`src/rtl/vend_controller.sv`:
```
// Coin-operated vending sequencer: accumulates nickel/dime/quarter credit, requests a
// dispense at PRICE, then returns leftover credit one nickel per change handshake.
module vend_controller #(
  parameter int unsigned PRICE      = 15,
  parameter int unsigned MAX_CREDIT = 50,
  parameter int unsigned CW         = 6
) (
  input  logic          clk,
  input  logic          reset_n,
  input  logic          coin_n,
  input  logic          coin_d,
  input  logic          coin_q,
  input  logic          cancel,
  input  logic          dispense_ack,
  input  logic          change_ack,
  output logic [CW-1:0] credit,
  output logic          dispense_req,
  output logic          change_valid,
  output logic          coin_reject,
  output logic          busy
);

  typedef enum logic [1:0] {IDLE, COLLECT, DISPENSE, CHANGE} state_t;

  localparam logic [CW-1:0] PRICE_C   = CW'(PRICE);
  localparam logic [CW-1:0] MAX_C     = CW'(MAX_CREDIT);
  localparam logic [CW-1:0] NICKEL_C  = CW'(5);
  localparam logic [CW-1:0] DIME_C    = CW'(10);
  localparam logic [CW-1:0] QUARTER_C = CW'(25);

  state_t        state;
  logic          coin_any;
  logic          coin_multi;
  logic          coin_ok;
  logic [CW-1:0] coin_val;
  logic [CW-1:0] credit_sum;

  // Coin decode: a coin is accepted only if it is the sole pulse and fits under the cap.
  always_comb begin
    coin_val = '0;
    if (coin_q)      coin_val = QUARTER_C;
    else if (coin_d) coin_val = DIME_C;
    else if (coin_n) coin_val = NICKEL_C;
    coin_any   = coin_n | coin_d | coin_q;
    coin_multi = (coin_n & coin_d) | (coin_n & coin_q) | (coin_d & coin_q);
    credit_sum = credit + coin_val;
    coin_ok    = coin_any & ~coin_multi & (credit_sum <= MAX_C);
  end

  always_ff @(posedge clk) begin
    if (!reset_n) begin
      state        <= IDLE;
      credit       <= '0;
      dispense_req <= 1'b0;
      change_valid <= 1'b0;
      coin_reject  <= 1'b0;
      busy         <= 1'b0;
    end else begin
      coin_reject <= 1'b0;
      case (state)
        IDLE, COLLECT: begin
          if (coin_ok) begin
            credit <= credit_sum;
            if (credit_sum >= PRICE_C) begin
              state        <= DISPENSE;
              dispense_req <= 1'b1;
              busy         <= 1'b1;
            end else begin
              state <= COLLECT;
            end
          end else begin
            coin_reject <= coin_any;
            // Cancel only refunds when no coin was credited in the same cycle.
            if (cancel && state == COLLECT) begin
              state        <= CHANGE;
              change_valid <= 1'b1;
              busy         <= 1'b1;
            end
          end
        end
        DISPENSE: begin
          coin_reject <= coin_any;
          if (dispense_ack) begin
            assert (credit >= PRICE_C);
            credit       <= credit - PRICE_C;
            dispense_req <= 1'b0;
            if (credit == PRICE_C) begin
              state <= IDLE;
              busy  <= 1'b0;
            end else begin
              state        <= CHANGE;
              change_valid <= 1'b1;
            end
          end
        end
        CHANGE: begin
          coin_reject <= coin_any;
          if (change_ack) begin
            assert (credit >= NICKEL_C);
            credit <= credit - NICKEL_C;
            if (credit == NICKEL_C) begin
              state        <= IDLE;
              change_valid <= 1'b0;
              busy         <= 1'b0;
            end
          end
        end
        default: state <= IDLE;
      endcase
    end
  end

endmodule

```
`config.mk`:
```
export PLATFORM = sky130hd
export DESIGN_NAME = vend_controller
export DESIGN_NICKNAME = d
export VERILOG_FILES = /design/src/rtl/vend_controller.sv
export SDC_FILE = /design/constraint.sdc
export NUM_CORES = 1
export LEC_CHECK = 0
export CORE_MARGIN = 1
export CORE_UTILIZATION = 25
export DETAILED_ROUTE_END_ITERATION = 10
export PLACE_DENSITY = 0.52
export SLEW_MARGIN = 10
export SYNTH_ARGS = -nofsm -noshare
export SYNTH_HDL_FRONTEND = slang
export SYNTH_SLANG_ARGS = --single-unit
```
`constraint.sdc`:
```
create_clock -name clk -period 6 [get_ports clk]
set_input_delay 0.6 -clock clk [delete_from_list [all_inputs] [get_ports clk]]
set_output_delay 0.6 -clock clk [all_outputs]
set_load 0.05 [all_outputs]
```
# After elaboration in Yosys (flattened, before gate mapping)
# Index checks and enable logic that the tools add are counted.
# Widths: inputs -> output; s select.
# op_classes
add_sub_neg	3
magnitude_cmp	2
eq_ne	16
mux	32
bitwise_logic	10
n_reduce_logical	10
# ops
operator	n
$mux 6	3
$ne 2x2->1 const B	9
$pmux 6 s3	1
$mux 2	7
$mux 1	13
$reduce_and 6->1	2
$reduce_and 4->1	2
$add 6x6->6	1
$eq 6x3->1 const B	1
$eq 6x4->1 const B	1
$ge 6x4->1 const B	1
$le 6x6->1 const B	1
$ne 3x3->1 const B	2
$pmux 1 s3	2
$pmux 2 s3	1
$sub 6x3->6 const B	1
$sub 6x4->6 const B	1
$and 1x1->1	5
$mux 5	1
$eq 2x2->1 const B	2
$mux 4	1
$or 1x1->1	4
$pmux 1 s2	2
$reduce_or 2->1	2
other kinds (7)	7
# totals
register_bits	12
out_inout_bits	10
elab_cells	79

# Logic depth before layout (Yosys ltp)
# logic_depth
word_depth	8
ltp_mapped	11
depth_no_buf	10

# Worst setup path after synthesis
# Ideal clock, no wire load.
# synth_timing
kind	input-to-reg
start	in coin_d
end	reg state[1]
arrival_time_ns	2.511
required_ns	5.881
path_slack_ns	3.370
stages	10
path_cell_list	inv_1 -> a21o_1 -> ha_1 -> fa_1 -> a21o_1 -> a21oi_2 -> xnor2_1 -> a311oi_1 -> a21oi_1 -> o221a_1
# synth_between
elab_chain_len	8
word_cells_on_any_way	19
# synth_lines
element	line_no	text
from (decl)	11	input logic coin_d,
branches (longest 8 deep; another with $add 6x6->6)	n/a	
to (signal assigned)	52	state <= IDLE;
to (signal assigned)	65	state <= DISPENSE;
to (signal assigned)	69	state <= COLLECT;
to (decl)	31	state_t state;
# Parallel ways; which one is timed is not known.
# A chain may end at the register's enable or synchronous reset.

# Worst setup path after layout
# layout_timing
start	in coin_q
end	reg state[1]
# layout_between
elab_chain_len	8
word_cells_on_any_way	17
# layout_lines
element	line_no	text
from (decl)	12	input logic coin_q,
branches (longest 8 deep; another with $add 6x6->6)	n/a	
# Parallel ways; which one is timed is not known.

==> summary by stage <==
Status
The run finished with clean final reports.

Cells and area
The design area is 1470 sq um. For this run, the post-layout net count is 185. The number of diodes is 0. From synthesis to final layout, the design area changed by 21.1%.

The proportion of layout cells with a drive suffix above 1 is 10.8%. The filler cells instantiated in the layout total 473.

Place
The cell area reported after detailed placement is 1420 sq um. The final weighted congestion in routability-driven placement is 0.779. Input and output buffers added on the ports amount to 17. Once detailed placement completed, the half-perimeter wirelength came to 2450 um.

Global route
Global routing used 13.5% of the available tracks across all layers. The total global routing overflow is 0. The via count of the first global-routing pass is 1183. Entering global routing, the biggest net connects 28 pins. The first global-routing pass estimated 5490 um of wire. The initial antenna violation count is 0.

Synthesis
The total nets after synthesis is 170. The post-synthesis average cell area is 7.94 sq um. Yosys mapped the design onto 56 distinct sky130hd cell types. The commonest cells after synthesis are 12 x sky130_fd_sc_hd__a21oi_1, 12 x sky130_fd_sc_hd__dfxtp_1, 12 x sky130_fd_sc_hd__nand2_1, 12 x sky130_fd_sc_hd__nor2_1, 12 x sky130_fd_sc_hd__o21ai_0.

The count of flip-flops with a built-in enable after synthesis is 0. In the synthesized netlist, the number of instances is 153. Sorting the synthesized cells by area gives the leading types as sky130_fd_sc_hd__dfxtp_1 20%, sky130_fd_sc_hd__ha_1 8.2%, sky130_fd_sc_hd__a21oi_1 4.9%.

The share of the synthesized area in the top cell type is 19.8%. The count of warnings emitted by yosys is 0. The async set or reset register ratio after synthesis is 0%. The flip-flop cell with the highest count after synthesis is sky130_fd_sc_hd__dfxtp_1. After synthesis the cells add up to 1210 sq um. The portion of the post-synthesis area used by sequential elements is 19.8%. The number of register bits inferred by synthesis is 12. The biggest area contributor in the post-synthesis netlist is sky130_fd_sc_hd__dfxtp_1.

STA
The normalized max-slew margin is 40.5%. The accumulated negative setup slack is 0 ps. Setup repair after global routing left no endpoint under its margin.

The maximum clock frequency is 0.308 GHz. After layout, the minimum clock period comes to 3250 ps. At the pin with the least slew margin, the transition time is 892 ps.

The worst path uses 54.2% of the clock period. The final number of hold-violating endpoints came to 0. The smallest hold slack is 536 ps.

The max-slew violation count came to 0. The clock skew after layout is 3.92 ps. Setup violations remaining at the end of the flow were counted as 0.

Routing
The number of vias per cell is 5.42. For this run, design rule violations remaining after detail routing come to 0. The total wire length after detailed routing is 3220 um. In this run the remaining antenna-violating nets after routing total 0. For this block, the via count after detailed routing is 1188. The iteration-0 DRC count of the detailed router is 55. Dividing the detail-routed wire length by the instance count gives 14.7 um. The detailed-router iteration count before antenna repair is 4.

Die
The die covers 5140 sq um. In this run the standard cell core region covers 4500 sq um. The die is 71.7 um tall. Measured along the x axis, the die boundary spans 71.7 um. Once the floorplan was initialized, standard cells occupied 27.0% of the core. The floorplan row count is 24. The number of ports placed on the die boundary is 18.

Worst setup path
The maximum cell stage delay along the critical path is 510 ps. The largest individual stage delay along the critical path comes from the cell sky130_fd_sc_hd__clkdlybuf4s50_1. The signal on the critical path passes through clkdlybuf4s50_1 -> or2_2 -> nor2_1 -> ha_1 -> or2_1 -> and3_4 -> o311ai_4 -> a31o_4 -> nand2_1 -> o221a_1. Of all nets on the critical path, the largest fanout is 12. The number of buffers and inverters on the critical path is 1. Data on the critical path is required at its endpoint by 6140 ps. The type of element launching the critical path is an input pin.

Grouping stages by cell kind, the critical path spends the most delay in simple AND/OR/NAND/NOR gates. The worst setup path is captured at a flop. The signal arrival time at the worst endpoint is 3390 ps. The critical path is of the input pin to flop type.

Clock tree
After clock tree synthesis, the setup repair step added 0 buffers. The clock buffer count from CTS is 3. The longest clock path from root to sink contains 2 buffers. The clock net sink count is 12. The cell at the root of the clock tree is sky130_fd_sc_hd__clkbuf_8. TritonCTS built the clock tree. After clock tree synthesis, the clock-pin slew on the worst setup and hold paths is 60 ps.

The clock network latency to the later pin of the worst-skew pair is 240 ps. The number of gates resized after CTS is 0. The depth of the CTS H-tree is 1. The number of hold-repair buffers added at the cts stage is 0.

Power and ir drop
The static leakage is 0.585 nW. IR analysis of the VDD net gives a maximum drop of 295 uV. Dividing total power by cell area gives a power density of 561 nW/um^2.

Hold path
The worst min-delay path class is flop to flop.

Run
The tool flagged a number of max-cap violations equal to 0.
-- stage by stage --
stage	power, mW	cells	setup WS (ps)	util, %
after detailed placement	0.736	215	2500	31.4
final	0.826	219	2750	32.7
after global routing	0.895	219	2620	32.7
after floorplan	0.605	153	3370	-
after global placement	0.726	215	2520	31.4
after CTS	0.830	219	2750	32.7
-- metal layers --
layer / vias up / part of all wire, % / global-route usage (%)
met3: 5 / 4.2 / 2.11
met1: 560 / 47 / 17.6
li1: 597 / - / -
met5: - / 0 / 0
met2: 26 / 48 / 22.2
met4: 0 / 1.4 / 5.23
-- cells by family (layout without fill, tap and decap cells) --
family / Yosys count / in the layout / synth area share (%)
multiplexers: 1 / 1 / 0.824
buffers and inverters: 17 / 31 / 5.87
XOR/XNOR: 6 / 6 / 4.33
AND/OR/NAND/NOR: 50 / 50 / 21.5
AO/OA/AOI/OAI: 58 / 58 / 37.8
flip-flops: 12 / 12 / 19.8
adder cells (fa/ha/maj): 9 / 9 / 9.89
-- layout make-up --
class                   instances  area [sq um]  area share (%)
inverters                      10          37.5            2.55
flip-flops and latches         12           240            16.3
well taps                      52          65.1            4.42
repair buffers                 17           170            11.6
multi-input cells             124           903            61.4
clock buffers                   4          55.1            3.74
-- layout by cell type, fill, tap and decap left out, drive strengths merged, types with 2 or more instances in the layout --
| cell | count |
|---|---|
| clkdlybuf4s50 | 17 |
| a21oi | 16 |
| o21ai | 16 |
| nor2 | 12 |
| nand2 | 12 |
| dfxtp | 12 |
| inv | 9 |
| ha | 8 |
| nand4 | 4 |
| clkbuf | 4 |
| xor2 | 3 |
| xnor2 | 3 |
| nand3 | 3 |
| and3 | 3 |
| or2 | 3 |
| a21o | 2 |
| nor2b | 2 |
| nor3b | 2 |
| nand2b | 2 |
| o311a | 2 |
| o221a | 2 |
| a31oi | 2 |
| a211oi | 2 |
| nor3 | 2 |
| a221oi | 2 |
| o311ai | 2 |
-- power breakdown --
| part | internal [mW] | leakage (nW) | switching [mW] |
|---|---|---|---|
| Combinational | 0.213 | 0.457 | 0.322 |
| Clock | 0.0581 | 0.0288 | 0.0328 |
| Sequential | 0.115 | 0.0992 | 0.0852 |
-- sequential cells by signal, summed over array words and instances (netlist names) --
name / cells
credit: 6
state: 2
busy: 1
change_valid: 1
coin_reject: 1
dispense_req: 1
-- path summary, 6_finish.rpt --
| check | startpoint | to | slack [ps] | cells past startpoint |
|---|---|---|---|---|
| worst min-delay path | dispense_req | dispense_req | 540 | 1 |
| worst max-delay path | coin_q | state[1] | 2750 | 10 |
| worst min register to register | dispense_req | dispense_req | 540 | 1 |
| worst max register to register | credit[2] | state[1] | 3440 | 7 |
Power figures use the tool's default switching activity.
